===== config.mk =====
export PLATFORM = sky130hd
export DESIGN_NAME = keypad_emulator
export DESIGN_NICKNAME = d
export VERILOG_FILES = /design/src/rtl/keypad_emulator.sv
export SDC_FILE = /design/constraint.sdc
export NUM_CORES = 1
export LEC_CHECK = 0
export CAP_MARGIN = 15
export CORE_MARGIN = 1
export CORE_UTILIZATION = 45
export CTS_CLUSTER_DIAMETER = 30
export CTS_CLUSTER_SIZE = 14
export DETAILED_ROUTE_END_ITERATION = 8
export GPL_TIMING_DRIVEN = 1
export PLACE_DENSITY = 0.75
export SYNTH_ARGS = -nofsm -noshare
export SYNTH_HDL_FRONTEND = slang
export SYNTH_SLANG_ARGS = --single-unit
export TNS_END_PERCENT = 10

===== constraint.sdc =====
create_clock -name clk -period 2.63 [get_ports clk]
set_input_delay 0.6575 -clock clk [delete_from_list [all_inputs] [get_ports clk]]
set_output_delay 0.6575 -clock clk [all_outputs]
set_load 0.02 [all_outputs]

===== src/rtl/keypad_emulator.sv =====
// 4x4 matrix-keypad responder: queues key indices, answers the scanner's
// column strobe by pulling the matching row low, then releases on ack.
module keypad_emulator #(
    parameter int FIFO_DEPTH     = 8,
    parameter int HOLD_CYCLES    = 4,
    parameter int RELEASE_CYCLES = 2,
    parameter int TIMEOUT_CYCLES = 1024
) (
    input  logic                          clk,
    input  logic                          RST,
    input  logic                          key_valid,
    input  logic [3:0]                    key_index,
    output logic                          key_ready,
    input  logic [3:0]                    ColOut,
    input  logic                          key_ack,
    output logic [3:0]                    RowIn,
    output logic                          busy,
    output logic [$clog2(FIFO_DEPTH):0]   fifo_count,
    output logic                          timeout_err
);

    localparam int AW   = $clog2(FIFO_DEPTH);
    localparam int CNTW = AW + 1;
    localparam int M1   = (HOLD_CYCLES > RELEASE_CYCLES) ? HOLD_CYCLES : RELEASE_CYCLES;
    localparam int CMAX = (TIMEOUT_CYCLES > M1) ? TIMEOUT_CYCLES : M1;
    localparam int CW   = $clog2(CMAX + 1);

    typedef enum logic [2:0] {
        IDLE,
        WAIT_COL,
        PRESS,
        WAIT_ACK,
        RELEASE
    } state_t;

    logic [3:0]    mem [FIFO_DEPTH];
    logic [AW-1:0] wr_ptr;
    logic [AW-1:0] rd_ptr;
    logic [3:0]    head;
    logic          push;
    logic          pop;

    state_t        state;
    state_t        state_n;
    logic [CW-1:0] cnt;
    logic [CW-1:0] cnt_n;
    logic [3:0]    row_n;
    logic [1:0]    cur_row;
    logic [1:0]    cur_col;
    logic [3:0]    col_match;
    logic          tmo_hit;
    logic          load;
    logic          abort;

    // key_ready comes only from the registered count
    assign key_ready = (fifo_count != CNTW'(FIFO_DEPTH));
    assign push      = key_valid & key_ready;
    assign head      = mem[rd_ptr];
    assign busy      = (state != IDLE) | (fifo_count != '0);
    assign col_match = ~(4'b0001 << cur_col);
    assign tmo_hit   = (cnt == CW'(TIMEOUT_CYCLES - 1));

    always_ff @(posedge clk) begin
        if (RST) begin
            wr_ptr     <= '0;
            rd_ptr     <= '0;
            fifo_count <= '0;
        end else begin
            if (push) begin
                mem[wr_ptr] <= key_index;
                wr_ptr      <= wr_ptr + 1'b1;
            end
            if (pop) begin
                rd_ptr <= rd_ptr + 1'b1;
            end
            case ({push, pop})
                2'b10:   fifo_count <= fifo_count + 1'b1;
                2'b01:   fifo_count <= fifo_count - 1'b1;
                default: fifo_count <= fifo_count;
            endcase
        end
    end

    always_comb begin
        state_n = state;
        cnt_n   = cnt + 1'b1;
        row_n   = RowIn;
        load    = 1'b0;
        pop     = 1'b0;
        abort   = 1'b0;
        unique case (state)
            IDLE: begin
                cnt_n = '0;
                if (fifo_count != '0) begin
                    state_n = WAIT_COL;
                    load    = 1'b1;
                end
            end
            WAIT_COL: begin
                // col_match is one-cold, so malformed strobes never match
                if (ColOut == col_match) begin
                    state_n = PRESS;
                    cnt_n   = '0;
                    row_n   = ~(4'b0001 << cur_row);
                end else if (tmo_hit) begin
                    state_n = RELEASE;
                    cnt_n   = '0;
                    row_n   = 4'hF;
                    abort   = 1'b1;
                end
            end
            PRESS: begin
                if (cnt == CW'(HOLD_CYCLES - 1)) begin
                    state_n = WAIT_ACK;
                    cnt_n   = '0;
                end
            end
            WAIT_ACK: begin
                if (key_ack) begin
                    state_n = RELEASE;
                    cnt_n   = '0;
                    row_n   = 4'hF;
                end else if (tmo_hit) begin
                    state_n = RELEASE;
                    cnt_n   = '0;
                    row_n   = 4'hF;
                    abort   = 1'b1;
                end
            end
            RELEASE: begin
                row_n = 4'hF;
                if (cnt == CW'(RELEASE_CYCLES - 1)) begin
                    state_n = IDLE;
                    cnt_n   = '0;
                    pop     = 1'b1;
                end
            end
            default: begin
                state_n = IDLE;
                cnt_n   = '0;
                row_n   = 4'hF;
            end
        endcase
    end

    always_ff @(posedge clk) begin
        if (RST) begin
            state       <= IDLE;
            cnt         <= '0;
            RowIn       <= 4'hF;
            cur_row     <= '0;
            cur_col     <= '0;
            timeout_err <= 1'b0;
        end else begin
            state <= state_n;
            cnt   <= cnt_n;
            RowIn <= row_n;
            if (load) begin
                cur_row <= head[3:2];
                cur_col <= head[1:0];
            end
            if (abort) begin
                timeout_err <= 1'b1;
            end
        end
    end

endmodule

==> impl_results.md, run 1 <==
* Post-Synth Adder-Cell Area at around 2.9%
* Pwr Total at 2.24 mW
* Crit-path max cell delay at 0.56 ns
* Worst-path clk slew at around 0.080 ns
* DR WL/cell at between 10 and 15 um
* CTS hold repair buffers at 0
* Grt total ovfl at 0
* Main combinational cell family by area after synthesis: simple AND/OR/NAND/NOR gates
* Crit-path slowest cell: clkdlybuf4s50_1
* Area share of and/or/nand/nor cells after synthesis at approximately 19%
* Sum Neg Setup Slack at 0 ns
* Final period util at 96.0%
* Non-filler cells in the finished layout at 384
* Row count at 29
* Top cell type by total area after synthesis: edfxtp_1
* CTS tree: built
* Slew Limit Headroom at between 40% and 50%
* PostCTS Resize Cnt at 0
* Yosys cell types at 53
* Root Buffer: clkbuf_8
* EDFF count, synth at 32
* Largest net degree at the start of global routing at 22
* Setup Buffers After CTS at 0
* Synth Cell Area at 3070 um^2
* Post-synthesis mux area share at 7.49%
* Area contributors post-synth: edfxtp_1, dfxtp_1, mux4_2, nor4_1, xor2_1
* DRC viols at 0
* Number of global-route vias before repair at 2055
* Yosys reg bits at 65
* Max Freq at between 0.3 and 0.4 GHz
* Slew @ Worst Pin at 0.837 ns
* Synth Area in XOR/XNOR at under 10%
* Setup crit start kind: flip-flop
* Layout cells sized above 1 at 18.2%
* Primary FF master, synth: dfxtp_1
* Syn Nets at 285
* Required time of the critical path at 1.97 ns
* Synth top area share at 31.3%
* Max Slew Vio Count at 0
* VDD IR max at 0.000394 V
* Yosys warnings at 0
* Max-cap violations at 0
* Routability Congestion at around 0.84
* Die area at 7160 um^2
* Max clock buf depth at 2
* Final net count at 321
* Final ANT Viol Nets at 0
* Post-Place Cells at 368
* First-pass DRT Iterations at 4
* Worst Hold Class: reg -> reg
* H-tree Lvls at 3
* PD cells at a little over 600 nW/um^2
* First-pass GRT wire length at roughly 9.6 mm
* Crit path kind: reg -> out
* Drt total wl at 5.57 mm
* Clock skew at 0.0106 ns
* Core ar. at 6460 um^2
* CP max FO at 9
* I/O Buffers at 22
* Post-synth ARST share at 0%
* Diode count at 0
* Initial Utilization at 47.6%
* R2R setup slack at 0.31 ns
* Total number of vias at 2190
* P_leak at around 1.2 nW
* Final setup margin at 0.105 ns
* RSZ-0062 raised after global routing: no
* Share of the yosys chip area belonging to registers at 52.8%
* Mapped Avg Cell Area at 11.6 um^2
* DR vias/cell at 5.70
* Final Hold Viols at 0
* DRT iter0 DRCs at 99
* Place WS at 0.0220 ns
* Final setup viols at 0
* Worst-Skew Late Latency at 0.35 ns
* CTS buffer count at 9
* Status: complete, no violations
* Crit. End Element: primary output
* Compound-cell area share of the yosys netlist at under 10%
* # IOs at 23
* Post-Syn Instances at 266
* Die X at 84.6 um
* CP cell instances: nor4_1, buf_4, nand3b_1, clkdlybuf4s50_1
* Die height at between 80 and 90 um
* CP arrival at 1.87 ns
* Initial antenna violation count at 0
* Fillers at ~570
* Area grow syn2layout at 19.4%
* TritonCTS Sinks at 65
* Post-layout minimum cycle time at 2.52 ns
* DP HPWL at 3.95 mm
* Tot GR Track Use at 17.3%
Yosys cell counts (3+ instances only):
library cell	number
a211oi_1	4
a21oi_1	12
clkbuf_1	8
dfxtp_1	33
edfxtp_1	32
ha_1	7
inv_1	3
mux2i_1	5
mux4_2	8
nand2_1	13
nand2b_1	3
nand3_1	9
nand3b_1	5
nand4_1	3
nor2_1	21
nor2b_1	3
nor3_1	8
nor3b_1	4
nor4_1	17
o211ai_1	3
o21ai_0	8
xnor2_1	7
xor2_1	12
cells by family (layout without fill, tap and decap cells):
group                    Yosys count  in the layout
AO/OA/AOI/OAI                     42             42
XOR/XNOR                          19             19
multiplexers                      13             13
buffers and inverters             17             58
flip-flops                        65             65
adder cells (fa/ha/maj)            7              7
AND/OR/NAND/NOR                  103            103
critical path: cells and delay by family, from the launching register on:
family	cells	cell delay (ns)
buffers and inverters	2	0.74
DFF	1	0.39
and+or+nand+nor	2	0.39
final cells by class:
cell class,instances,area (um^2),area share (%)
repair buffers,39,348,9.48
clock buffers,9,124,3.38
clock inverters,7,83.8,2.28
well taps,77,96.3,2.63
multi-input cells,184,1390,37.7
inverters,3,11.3,0.307
flip-flops and latches,65,1620,44.2
final timing paths:
path                                            startpoint                          to  cells past startpoint
worst max register to register           cnt[7]$_SDFF_PP0_  fifo_count[2]$_SDFFE_PP0P_                     10
worst min-delay path              timeout_err$_SDFFE_PP0P_    timeout_err$_SDFFE_PP0P_                      2
worst max-delay path            fifo_count[1]$_SDFFE_PP0P_                        busy                      4
worst min register to register    timeout_err$_SDFFE_PP0P_    timeout_err$_SDFFE_PP0P_                      2
metal layers:
metal / wire, um / global-route usage, % / part of all wire [%]
met5: 0 / 0 / 0
met4: 70 / 6.93 / 1.3
met3: 198 / 4.82 / 3.6
met2: 2780 / 28.5 / 50
met1: 2510 / 21.7 / 45
sequential cells by signal (all words and copies together), names as in the netlist:
signal,cells
timeout_err,1
cur_row,2
mem,32
cur_col,2
cnt,11
state,3
fifo_count,4
wr_ptr,3
rd_ptr,3
RowIn,4
per-stage QoR:
| stage | area [um^2] | utilization [%] | hold WS, ns |
|---|---|---|---|
| after floorplan | 3070 | - | 0.504 |
| after global placement | 3450 | 53.5 | 0.464 |
| after detailed placement | 3450 | 53.5 | 0.475 |
| after CTS | 3660 | 56.7 | 0.491 |
| after global routing | 3670 | 56.8 | 0.520 |
| final | 3670 | 56.8 | 0.485 |
layout by cell type (no fill, tap or decap), types with 8 or more instances in the layout:
cell	n
edfxtp_1	32
o21ai_0	8
buf_4	17
nand2_1	13
dfxtp_1	33
xor2_1	12
nor2_1	20
nor3_1	8
nor4_1	16
nand3_1	9
a21oi_1	12
clkdlybuf4s50_1	22
clkbuf_8	9
mux4_2	8
report_power, final:
group	internal (mW)	switching [mW]	leakage (nW)	total, mW
logic	0.110	0.132	0.573	0.241
registers	1.09	0.0335	0.557	1.13
clock network	0.455	0.420	0.103	0.875
No activity file was read; power rests on OpenSTA's default activity.
==> run 2: changes to the inputs <==
--- a/config.mk
+++ b/config.mk
@@ -8,6 +8,7 @@
 export CAP_MARGIN = 15
 export CORE_MARGIN = 1
 export CORE_UTILIZATION = 45
+export CTS_BUF_LIST = sky130_fd_sc_hd__clkbuf_8
 export CTS_CLUSTER_DIAMETER = 30
 export CTS_CLUSTER_SIZE = 14
 export DETAILED_ROUTE_END_ITERATION = 8
==> results of run 2 <==
Final layout, timing and power as in run 1 (identical DEF).
==> run 3: changes to the inputs <==
--- a/config.mk
+++ b/config.mk
@@ -7,13 +7,13 @@
 export LEC_CHECK = 0
 export CAP_MARGIN = 15
 export CORE_MARGIN = 1
-export CORE_UTILIZATION = 45
+export CORE_UTILIZATION = 44
 export CTS_BUF_LIST = sky130_fd_sc_hd__clkbuf_8
 export CTS_CLUSTER_DIAMETER = 30
 export CTS_CLUSTER_SIZE = 14
 export DETAILED_ROUTE_END_ITERATION = 8
 export GPL_TIMING_DRIVEN = 1
-export PLACE_DENSITY = 0.75
+export PLACE_DENSITY = 0.74
 export SYNTH_ARGS = -nofsm -noshare
 export SYNTH_HDL_FRONTEND = slang
 export SYNTH_SLANG_ARGS = --single-unit
==> constraint.sdc (replaced) <==
create_clock -name clk -period 2.98 [get_ports clk]
set_input_delay 0.745 -clock clk [delete_from_list [all_inputs] [get_ports clk]]
set_output_delay 0.745 -clock clk [all_outputs]
set_load 0.02 [all_outputs]
==> run 3 against run 2 <==
- count of clock-buffer cells in the layout is the same
- first-iteration DRC count fell by 6.1%
- global-route usage down 0.66 points
- design area decreased by 1.2%
- routed wire length shrank 0.72%
- sequential share of layout area rose by 0.53 points
- critical endpoint unchanged
- highest routed layer unchanged
==> impl_results.md, run 3 (synthesis gave the netlist of run 1 again) <==
* H-tree Lvls at 3
* Final instance area at 3630 um^2
* P_leak at 1.21 nW
* I/O Buffers at 22
* DR WL/cell at 14.5 um
* Grt total ovfl at 0
* Largest register by flop count: mem
* Initial antenna violation count at 0
* Routability Congestion at 0.868
* First-pass DRT Iterations at 4
* Worst-path clk slew at ~0.080 ns
* Worst Hold Class: reg -> reg
* Slew Limit Headroom at 44.4%
* Final setup margin at between 0.2 and 0.3 ns
* Drt total wl at ~5.5 mm
* Tot GR Track Use at 16.7%
* Root Buffer: clkbuf_8
* Max-cap violations at 0
* Worst Hold Path Cells at 2
* Final period util at 90.4%
* CTS buffer count at 9
* Worst-Skew Late Latency at 0.34 ns
* Largest net degree at the start of global routing at 34
* Final net count at 316
* Slew @ Worst Pin at a little over 0.8 ns
* Crit. End Element: primary output
* DRC viols at 0
* CTS tree: built
* Total number of vias at 2129
* DP HPWL at 3.89 mm
* Sum Neg Setup Slack at 0 ns
* Area grow syn2layout at 18.0%
* Initial Utilization at 45.5%
* Required time of the critical path at 2.24 ns
* Commonest cells after routing, fill and taps aside: dfxtp_1, edfxtp_1, clkdlybuf4s50_1, nor2_1, nor4_1
* Clock skew at 0.0110 ns
* RSZ-0062 raised after global routing: no
* Commonest non-fill, non-tap cell in the layout: dfxtp_1
* Max reg flops at 32
* Die area at 7320 um^2
* Status: complete, no violations
* First-pass GRT wire length at 9.32 mm
* DR vias/cell at 5.57
* Setup Buffers After CTS at 0
* Final setup viols at 0
* Core ar. at a little under 7000 um^2
* Place WS at 0.252 ns
* Layout cells sized above 1 at between 15 and 20%
* Pwr Total at 1.98 mW
* Final ANT Viol Nets at 0
* Non-filler cells in the finished layout at 382
* Final Hold Viols at 0
* Post-Place Cells at ~370
* # IOs at 23
* Setup crit start kind: flip-flop
* CP arrival at about 2 ns
* Max clock buf depth at 2
* Post-layout minimum cycle time at 2.69 ns
* CP max FO at 9
* Row count at 30
* TritonCTS Sinks at 65
* Number of global-route vias before repair at 1973
* Die X at about 86 um
* DRT iter0 DRCs at 93
* R2R depth at 10
* Max Slew Vio Count at 0
* PostCTS Resize Cnt at 0
* Top flop regs: mem: 32 flops, cnt: 11 flops
* Max Freq at 0.371 GHz
* Die height at 85.6 um
* DP Area at 3420 um^2
* VDD IR max at 0.000279 V
* Diode count at 0
* PD cells at 545 nW/um^2
* CTS hold repair buffers at 0
* Crit path kind: reg -> out
-- run 3: worst paths after layout --
check,to,startpoint,slack (ns)
worst max-delay path,busy,fifo_count[1]$_SDFFE_PP0P_,0.29
worst min-delay path,timeout_err$_SDFFE_PP0P_,timeout_err$_SDFFE_PP0P_,0.48
worst max register to register,fifo_count[2]$_SDFFE_PP0P_,cnt[6]$_SDFF_PP0_,0.38
worst min register to register,timeout_err$_SDFFE_PP0P_,timeout_err$_SDFFE_PP0P_,0.48
-- run 3: per-stage QoR --
stage	util [%]	hold WS, ns
global placement	50.6	0.463
finish	53.7	0.485
detailed placement	50.6	0.465
floorplan	-	0.504
CTS	53.7	0.483
global route	53.7	0.516
-- run 3: cell type report --
class                      count  area, um^2
tap                           80         100
multi-input combinational    184        1380
clock buffer                   9         124
inverter                       3        11.3
fill                         600        3130
timing repair buffer          34         310
clock inverter                 7        82.6
sequential                    65        1620
-- run 3: critical path: stages (launching register included) --
cell	delay, ns
dfxtp_1	0.39
nor4_1	0.37
buf_4	0.20
nand3b_1	0.10
clkdlybuf4s50_1	0.56
-- run 3: power by group --
group / total (mW) / internal, mW / switching (mW) / leakage, nW
Clock: 0.775 / 0.401 / 0.374 / 0.105
Combinational: 0.202 / 0.0920 / 0.110 / 0.545
Sequential: 0.999 / 0.964 / 0.0348 / 0.557
Total: 1.98 / 1.46 / 0.519 / 1.21
-- run 3: metal layers --
layer  track usage (%)  share of wire (%)  up-vias
met5                 0                  0        -
met4              7.27                2.2        0
met3              4.04                3.0       10
met2              27.6                 48       41
met1              20.9                 47     1007
li1                  -                  -     1071
